**config.mk**
```make
export PLATFORM = sky130hd
export DESIGN_NAME = mem_bus_unit
export DESIGN_NICKNAME = d
export VERILOG_FILES = /design/src/rtl/mem_bus_unit_pkg.sv /design/src/rtl/mem_bus_watchdog.sv /design/src/rtl/mem_bus_unit.sv
export SDC_FILE = /design/constraint.sdc
export NUM_CORES = 1
export LEC_CHECK = 0
export ABC_CLOCK_PERIOD_IN_PS = 1800
export CAP_MARGIN = 10
export CORE_ASPECT_RATIO = 0.8
export CORE_MARGIN = 3
export CORE_UTILIZATION = 42
export DETAILED_ROUTE_END_ITERATION = 10
export GPL_ROUTABILITY_DRIVEN = 0
export PLACE_DENSITY_LB_ADDON = 0.3
export SYNTH_ARGS = -nofsm -noshare
export SYNTH_HDL_FRONTEND = slang
export SYNTH_SLANG_ARGS = --single-unit
```
**constraint.sdc**
```tcl
create_clock -name clk -period 1.8 [get_ports clk]
set_input_delay 0.36 -clock clk [delete_from_list [all_inputs] [get_ports clk]]
set_output_delay 0.36 -clock clk [all_outputs]
set_load 0.005 [all_outputs]
```
**src/rtl/mem_bus_unit_pkg.sv**
```systemverilog
// mem_bus_unit_pkg
// Shared types and constants for the memory bus unit.
//   mem_bus_state_t  : transaction FSM states
//   MEMBUS_ADDR_W    : default address width
//   MEMBUS_DATA_W    : default data width
//   MEMBUS_ERR_RDATA : read data returned when a read is aborted by the watchdog
package mem_bus_unit_pkg;

  localparam int MEMBUS_ADDR_W = 16;
  localparam int MEMBUS_DATA_W = 8;

  localparam logic [MEMBUS_DATA_W-1:0] MEMBUS_ERR_RDATA = 8'hFF;

  typedef enum logic [1:0] {
    IDLE    = 2'd0,
    WAIT_RD = 2'd1,
    WAIT_WR = 2'd2,
    HOLD_RD = 2'd3
  } mem_bus_state_t;

endpackage

```
**src/rtl/mem_bus_watchdog.sv**
```systemverilog
// mem_bus_watchdog
// Wait-state watchdog used when MEM_BUS_TIMEOUT_EN is defined.
// Ports:
//   clk, rst_n  : clock, synchronous active-low reset
//   clr         : zero the counter (transaction entering a wait state)
//   en          : count this cycle (transaction is waiting)
//   expired     : this is the TIMEOUT-th waiting cycle; abort at its end
module mem_bus_watchdog #(
  parameter int unsigned TIMEOUT = 15
) (
  input  logic clk,
  input  logic rst_n,
  input  logic clr,
  input  logic en,
  output logic expired
);

  localparam int CW = $clog2(TIMEOUT + 1);

  logic [CW-1:0] cnt_q, cnt_d;

  // Counter is 0 in the first wait cycle, so it reads TIMEOUT-1 in the last.
  assign expired = en && (cnt_q == CW'(TIMEOUT - 1));

  always_comb begin
    cnt_d = cnt_q;
    if (clr)                 cnt_d = '0;
    else if (en && !expired) cnt_d = cnt_q + 1'b1;
  end

  always_ff @(posedge clk) begin
    if (!rst_n) cnt_q <= '0;
    else        cnt_q <= cnt_d;
  end

endmodule

```
**src/rtl/mem_bus_unit.sv**
```systemverilog
// mem_bus_unit
// Bridges the control sequencer's memory strobes to the external memory port:
// latches the address, runs one read or write per memory window, absorbs
// wait states and holds read data on the internal bus for the rest of the
// read window.
// Optional build macro: MEM_BUS_TIMEOUT_EN (wait-state watchdog, aborts after
// TIMEOUT wait cycles with error set and read data MEMBUS_ERR_RDATA).
// Ports:
//   clk, rst_n              : clock, synchronous active-low reset
//   addr_bus, address_read  : address source and its load strobe
//   mem_enable, data_in,
//   data_out                : memory window and its direction (read / write)
//   bus_in                  : write data from the internal bus
//   bus_out, bus_out_en     : registered read data and its bus drive enable
//   stall                   : request outstanding and not acknowledged
//   error                   : sticky direction/timeout error
//   ext_addr, ext_wdata,
//   ext_we, ext_req         : external memory request
//   ext_ack, ext_rdata      : external memory acknowledge and read data
module mem_bus_unit
  import mem_bus_unit_pkg::*;
#(
  parameter int          ADDR_W  = MEMBUS_ADDR_W,
  parameter int          DATA_W  = MEMBUS_DATA_W,
  parameter int unsigned TIMEOUT = 15
) (
  input  logic              clk,
  input  logic              rst_n,
  input  logic [ADDR_W-1:0] addr_bus,
  input  logic              address_read,
  input  logic              mem_enable,
  input  logic              data_in,
  input  logic              data_out,
  input  logic [DATA_W-1:0] bus_in,
  output logic [DATA_W-1:0] bus_out,
  output logic              bus_out_en,
  output logic              stall,
  output logic              error,
  output logic [ADDR_W-1:0] ext_addr,
  output logic [DATA_W-1:0] ext_wdata,
  output logic              ext_we,
  output logic              ext_req,
  input  logic              ext_ack,
  input  logic [DATA_W-1:0] ext_rdata
);

  mem_bus_state_t    state_q, state_d;
  logic [ADDR_W-1:0] addr_q, addr_d;
  logic [DATA_W-1:0] wdata_q, wdata_d;
  logic [DATA_W-1:0] rdata_q, rdata_d;
  logic              err_q, err_d;

  logic req_rd, req_wr, bad_dir;
  logic st_idle, in_wait;
  logic wd_clr, wd_expired;

  assign req_rd  = mem_enable & data_in & ~data_out;
  assign req_wr  = mem_enable & data_out & ~data_in;
  assign bad_dir = mem_enable & (data_in == data_out);

  // The cycle that closes a read hold behaves as IDLE so the sequencer can
  // load a new address or start a write without a dead cycle.
  assign st_idle = (state_q == IDLE) || (state_q == HOLD_RD && !req_rd);
  assign in_wait = (state_q == WAIT_RD) || (state_q == WAIT_WR);

`ifdef MEM_BUS_TIMEOUT_EN
  mem_bus_watchdog #(.TIMEOUT(TIMEOUT)) u_wdog (
    .clk     (clk),
    .rst_n   (rst_n),
    .clr     (wd_clr),
    .en      (in_wait),
    .expired (wd_expired)
  );
`else
  logic unused_wdog;
  assign wd_expired  = 1'b0;
  assign unused_wdog = |{TIMEOUT, wd_clr};
`endif

  // Next state and datapath registers
  always_comb begin
    state_d = state_q;
    addr_d  = addr_q;
    wdata_d = wdata_q;
    rdata_d = rdata_q;
    err_d   = err_q | bad_dir;
    wd_clr  = 1'b0;

    case (state_q)
      WAIT_RD: begin
        if (ext_ack) begin
          rdata_d = ext_rdata;
          state_d = HOLD_RD;
        end else if (wd_expired) begin
          rdata_d = DATA_W'(MEMBUS_ERR_RDATA);
          err_d   = 1'b1;
          state_d = HOLD_RD;
        end
      end
      WAIT_WR: begin
        if (ext_ack) begin
          state_d = IDLE;
        end else if (wd_expired) begin
          err_d   = 1'b1;
          state_d = IDLE;
        end
      end
      default: ;
    endcase

    if (st_idle) begin
      if (address_read) addr_d = addr_bus;
      if (req_rd) begin
        if (ext_ack) begin
          rdata_d = ext_rdata;
          state_d = HOLD_RD;
        end else begin
          state_d = WAIT_RD;
          wd_clr  = 1'b1;
        end
      end else if (req_wr) begin
        wdata_d = bus_in;
        if (ext_ack) begin
          state_d = IDLE;
        end else begin
          state_d = WAIT_WR;
          wd_clr  = 1'b1;
        end
      end else begin
        state_d = IDLE;
      end
    end
  end

  always_ff @(posedge clk) begin
    if (!rst_n) begin
      state_q <= IDLE;
      addr_q  <= '0;
      wdata_q <= '0;
      rdata_q <= '0;
      err_q   <= 1'b0;
    end else begin
      state_q <= state_d;
      addr_q  <= addr_d;
      wdata_q <= wdata_d;
      rdata_q <= rdata_d;
      err_q   <= err_d;
    end
  end

  // Outputs; strobes are gated by rst_n so a reset drops them immediately.
  always_comb begin
    ext_req    = 1'b0;
    ext_we     = 1'b0;
    ext_wdata  = wdata_q;
    bus_out_en = 1'b0;
    if (rst_n) begin
      ext_req    = in_wait || (st_idle && (req_rd || req_wr));
      ext_we     = (state_q == WAIT_WR) || (st_idle && req_wr);
      bus_out_en = (state_q == HOLD_RD) && req_rd;
    end
    // Write data is passed straight through in the request cycle.
    if (st_idle && req_wr) ext_wdata = bus_in;
  end

  assign stall    = ext_req & ~ext_ack;
  assign ext_addr = addr_q;
  assign bus_out  = rdata_q;
  assign error    = err_q;

endmodule

```
After elaboration in Yosys (flattened, before gate mapping)
Index checks and enable logic that the tools add are counted.
{ "classes": {"n_bitwise": 11, "muxes": 17, "eq_ne": 6, "reduce_logical": 15} }
{ "op_table": {"columns": ["cell", "n"], "rows": [
  ["$mux 8", 6],
  ["$mux 2", 7],
  ["$and 1x1->1", 6],
  ["$ne 3x3->1 const B", 2],
  ["$reduce_and 3->1", 2],
  ["$logic_or 1x1->1", 5],
  ["$eq 2x2->1 const B", 2],
  ["$logic_and 1x1->1", 4],
  ["$not 1->1", 4],
  ["$pmux 2 s2", 1],
  ["$mux 1", 3],
  ["$reduce_bool 3->1", 1],
  ["$eq 2x1->1 const B", 1],
  ["$logic_not 2->1", 1],
  ["$reduce_and 2->1", 1],
  ["$eq 1x1->1", 1],
  ["$logic_not 1->1", 1],
  ["$or 1x1->1", 1]
]} }
{ "totals": {"regBits": 35, "wordCells": 54, "output_inout_bits": 37, "inputBits": 39} }

Logic depth before layout (Yosys ltp)
{ "depth": {"ltp_word": 9, "depth_mapped": 7, "ltp_nobuf": 5} }

Least setup slack after synthesis
Ideal clock, no wire load.
{ "synth_timing": {"path_kind": "register to output", "start": "register state_q[0]", "end": "output stall", "path_buffers": 1, "slack_ps": 154, "stages_incl_launch_ff": 6, "arrival_ps": 1286, "path_cell_list": "dfxtp_1 -> inv_1 -> ha_1 -> and4b_2 -> buf_4 -> o311a_1"} }
{ "synth_via": {"elab_chain_len": 7, "word_cells_on_any_way": 11, "classes_between": "3 x eq/ne; 1 x mux; 1 x bitwise; 6 x reduce/logical"} }
{ "synth_rtl": {"columns": ["element", "line_no", "source"], "rows": [
  ["from (decl)", "mem_bus_unit.sv:47", "mem_bus_state_t state_q, state_d;"],
  ["from (signal assigned)", "mem_bus_unit.sv:143", "state_q <= state_d;"],
  ["$eq 2x2->1", "mem_bus_unit.sv:63", "assign st_idle = (state_q == IDLE) || (state_q == HOLD_RD && !req_rd);"],
  ["$logic_and 1x1->1", "mem_bus_unit.sv:63", null],
  ["$logic_or 1x1->1", "mem_bus_unit.sv:63", null],
  ["$logic_and 1x1->1", "mem_bus_unit.sv:158", "ext_req = in_wait || (st_idle && (req_rd || req_wr));"],
  ["$logic_or 1x1->1 (*)", "mem_bus_unit.sv:158", null],
  ["$mux 1 (*)", "mem_bus_unit.sv:157", "if (rst_n) begin"],
  ["$and 1x1->1 (*)", "mem_bus_unit.sv:166", "assign stall = ext_req & ~ext_ack;"],
  ["to (decl)", "mem_bus_unit.sv:37", "output logic stall,"]
]} }
Mark *: on every way between the ends. The rest lies on a longest branch, timed or not.

Final worst setup path
{ "layout_timing": {"start": "register state_q[0]", "end": "output ext_wdata[5]"} }
{ "layout_via": {"elab_chain_len": 5, "word_cells_on_any_way": 6, "classes_between": "1 x eq/ne; 1 x mux; 4 x reduce/logical"} }
{ "layout_rtl": {"columns": ["element", "line_no", "source"], "rows": [
  ["$eq 2x2->1", "mem_bus_unit.sv:63", null],
  ["$logic_and 1x1->1", "mem_bus_unit.sv:63", null],
  ["$logic_or 1x1->1 (*)", "mem_bus_unit.sv:63", null],
  ["$logic_and 1x1->1 (*)", "mem_bus_unit.sv:163", "if (st_idle && req_wr) ext_wdata = bus_in;"],
  ["$mux 8 (*)", "mem_bus_unit.sv:163", null],
  ["to (decl)", "mem_bus_unit.sv:40", "output logic [DATA_W-1:0] ext_wdata,"]
]} }
Marked as above.

==> impl_metrics.yaml <==
placement:
  pre_cts_ws_ns: -0.508
  place_inst: 345
  port_buffers: 75
  hpwl_um: 3470
route:
  dr_wl_met3_um: 380
  drcViolationCount: 0
  antenna_left: 0
  wl_met2_um: 2620
  vias: 1947
  drt-initial-drc-count: 99
  viasPerCell: 5.29
  dr.pass1.iters: 4
  wl_met1_um: 2600
  wl_per_cell_um: 16.0
  maxUsedRoutingLayer: "met4"
  wl_um: 5880
worst_setup_path:
  path_class: "flop to output pin"
  slowest_stage: "dfxtp_4"
  arrival_ns: 1.63
  path_delay_family: "buffers and inverters"
  cp_common_cell: "buf_6"
  cp-start-kind: "flop"
  ff2ff_path_depth: 9
  max_stage_delay_ns: 0.39
  path_cells: "inv_4, ha_4, or2_4, buf_6, buf_6, nand3_4, nand2_2, buf_2"
  worstPathMaxFanout: 4
  cp-end-kind: "output pin"
  rrSetupSlack_ns: 0.10
  crit_buf_inv: 4
  required_ns: 1.44
  crit_cells: 8
clocking:
  cts_buffer_depth: 2
  clkSinkCount: 35
  path_clk_slew_ns: 0.07
  cts_tree: "built"
  clk_latency_ns: 0.29
  cts_made_buffers: 5
  cts_root_buf: "clkbuf_8"
  htreeDepth: 2
  holdBufCountCts: 0
grt:
  antenna_found_initial: 0
  grtUsageTotal_pct: 23.4
  overflow: 0
  first_global_vias: 1934
  grt_max_degree: 62
  grt_pass1_wl_um: 9380
synth:
  async_flop_share_pct: 0
  yosys_most_used_dff: "dfxtp_1"
  synth_warnings: 0
  synth_nets: 252
  synth_seq_cells: 35
  synth.distinct_cells: 36
  netlist_instances: 209
  yosysTopAreaCellShare_pct: 38.7
  netlist_top_cells_area: "dfxtp_1 (39%), mux2i_1 (10%), nand2_1 (8.9%), nand3b_1 (3.7%), o211ai_1 (3.7%)"
  syn_area_mm2: 0.00181
  seq_area_frac_synth_pct: 38.7
  avgSynthCellArea_um2: 8.66
  synth_area_leader_cell: "dfxtp_1"
  synth-edff-count: 0
timing:
  timing.final.crit_share_pct: 111
  setup_tns_ns: -1.35
  worst_pin_slew_ns: 0.524
  skew_ns: 0.00575
  setup_viol: 11
  slew_violations: 0
  period_minus_slack_ns: 1.99
  fmax_ghz: 0.501
  rsz0062_at_grt: "true"
  relSlewSlack_pct: 65.0
  finalHoldViolCount: 0
  layout_setup_ws_ns: -0.195
hold_path:
  hold_path.class: "flop to flop"
  hold_depth: 2
cells_and_area:
  diodes: 0
  drive_gt1_share_pct: 29.4
  syn_to_final_growth_pct: 72.4
  instances_no_fill: 368
  fin_util_pct: 78.4
  fin_nets: 355
status:
  status: "finished with violations"
  violations: "setup timing"
floorplan:
  design.die.area_mm2: 0.00514
  die_width_um: 79.4
  core_area_mm2: 0.00398
  rows: 20
  ios: 76
  fp.dieH_um: 64.7
  initial_core_util_pct: 45.5
power_and_ir_drop:
  ir_drop_mv: 0.605
  power_density_mw_per_mm2: 788
  finalPower_mw: 2.46
  p_leak_nw: 1.29
flow_run:
  max_cap_viol_count: 0
-- registers in the layout (all words and copies together) (netlist names) --
register,count
error,1
bus_out,8
state_q,2
wdata_q,8
ext_addr,16
-- where the power goes --
| part | internal (mW) | total [mW] | switching, mW | leakage, nW |
|---|---|---|---|---|
| registers | 0.840 | 0.885 | 0.0445 | 0.288 |
| clock network | 0.554 | 0.839 | 0.285 | 0.0654 |
| logic | 0.432 | 0.734 | 0.302 | 0.934 |
-- cell families (layout without fill, tap and decap cells) --
kind of cell	Yosys count	in the layout	synth area share, %
buf+inv	22	126	6.77
xor+xnor	1	1	0.484
fa+ha+maj	4	4	2.76
mux	18	18	9.95
compound gates	40	40	14.2
flops	35	35	38.7
simple gates	89	89	27.2
-- synthesized netlist by cell type, types with 7 or more instances --
master and number:
o21ai_0 9, nand3_1 9, nand2_1 43, a21oi_1 9, nand3b_1 9, dfxtp_1 35
a31oi_1 7, nand4_1 7, clkbuf_1 7, mux2i_1 18, o211ai_1 9, and4_1 7
-- layout by cell type (no fill, tap or decap), types with 3 or more instances in the layout --
master	synthesis	layout
dfxtp_1	35	33
a21oi_1	9	9
buf_4	2	23
nand3_2	0	6
nand4_1	7	7
nand3b_1	9	9
and4_1	7	7
dlygate4sd2_1	0	3
o21ai_2	0	4
o211ai_1	9	9
buf_6	1	15
a31oi_1	7	7
clkdlybuf4s50_1	0	59
mux2i_1	18	18
o21ai_4	0	3
ha_4	0	3
nand2_2	0	3
clkbuf_8	0	5
nand2_1	43	40
buf_2	6	12
-- final cells by class --
| cell class | instances | area [µm²] |
|---|---|---|
| Tap cell | 55 | 68.8 |
| Timing Repair Buffer | 114 | 1040 |
| Sequential cell | 35 | 708 |
| Multi-Input combinational cell | 152 | 1150 |
| Inverter | 4 | 20.0 |
| Fill cell | 254 | 858 |
| Clock inverter | 2 | 60.1 |
| Clock buffer | 6 | 72.6 |
-- metrics by stage --
stage	hold WS, ns	area, µm²
after CTS	0.460	3040
final	0.455	3120
after floorplan	0.451	1810
after global routing	0.476	3120
after detailed placement	0.450	2710
after global placement	0.442	2710
-- what timing repair did --
item / 4_1_cts / 5_1_grt
cloned: 1 / 0
setup endpoints to repair: 12 / 28
gates resized for setup: 98 / 18
pin swaps: 11 / 13
buffers inserted: 13 / 1
-- routing by layer --
layer | up-vias | track usage (%)
met5 | - | 0
met4 | 0 | 11.2
met3 | 27 | 5.69
met2 | 83 | 38.1
met1 | 872 | 28.9
li1 | 965 | -
-- path summary, 6_finish.rpt --
path	to	startpoint
max	ext_wdata[5]	state_q[0]
min	ext_addr[1]	ext_addr[1]
min reg2reg	ext_addr[1]	ext_addr[1]
max reg2reg	ext_addr[3]	state_q[0]
-- worst min-delay path, delay by kind of cell (launching register included) --
kind	cells	cell delay, ns
mux	1	0.05
simple gates	1	0.05
flops	1	0.31
Note: power is estimated with default switching activity, not from simulation.
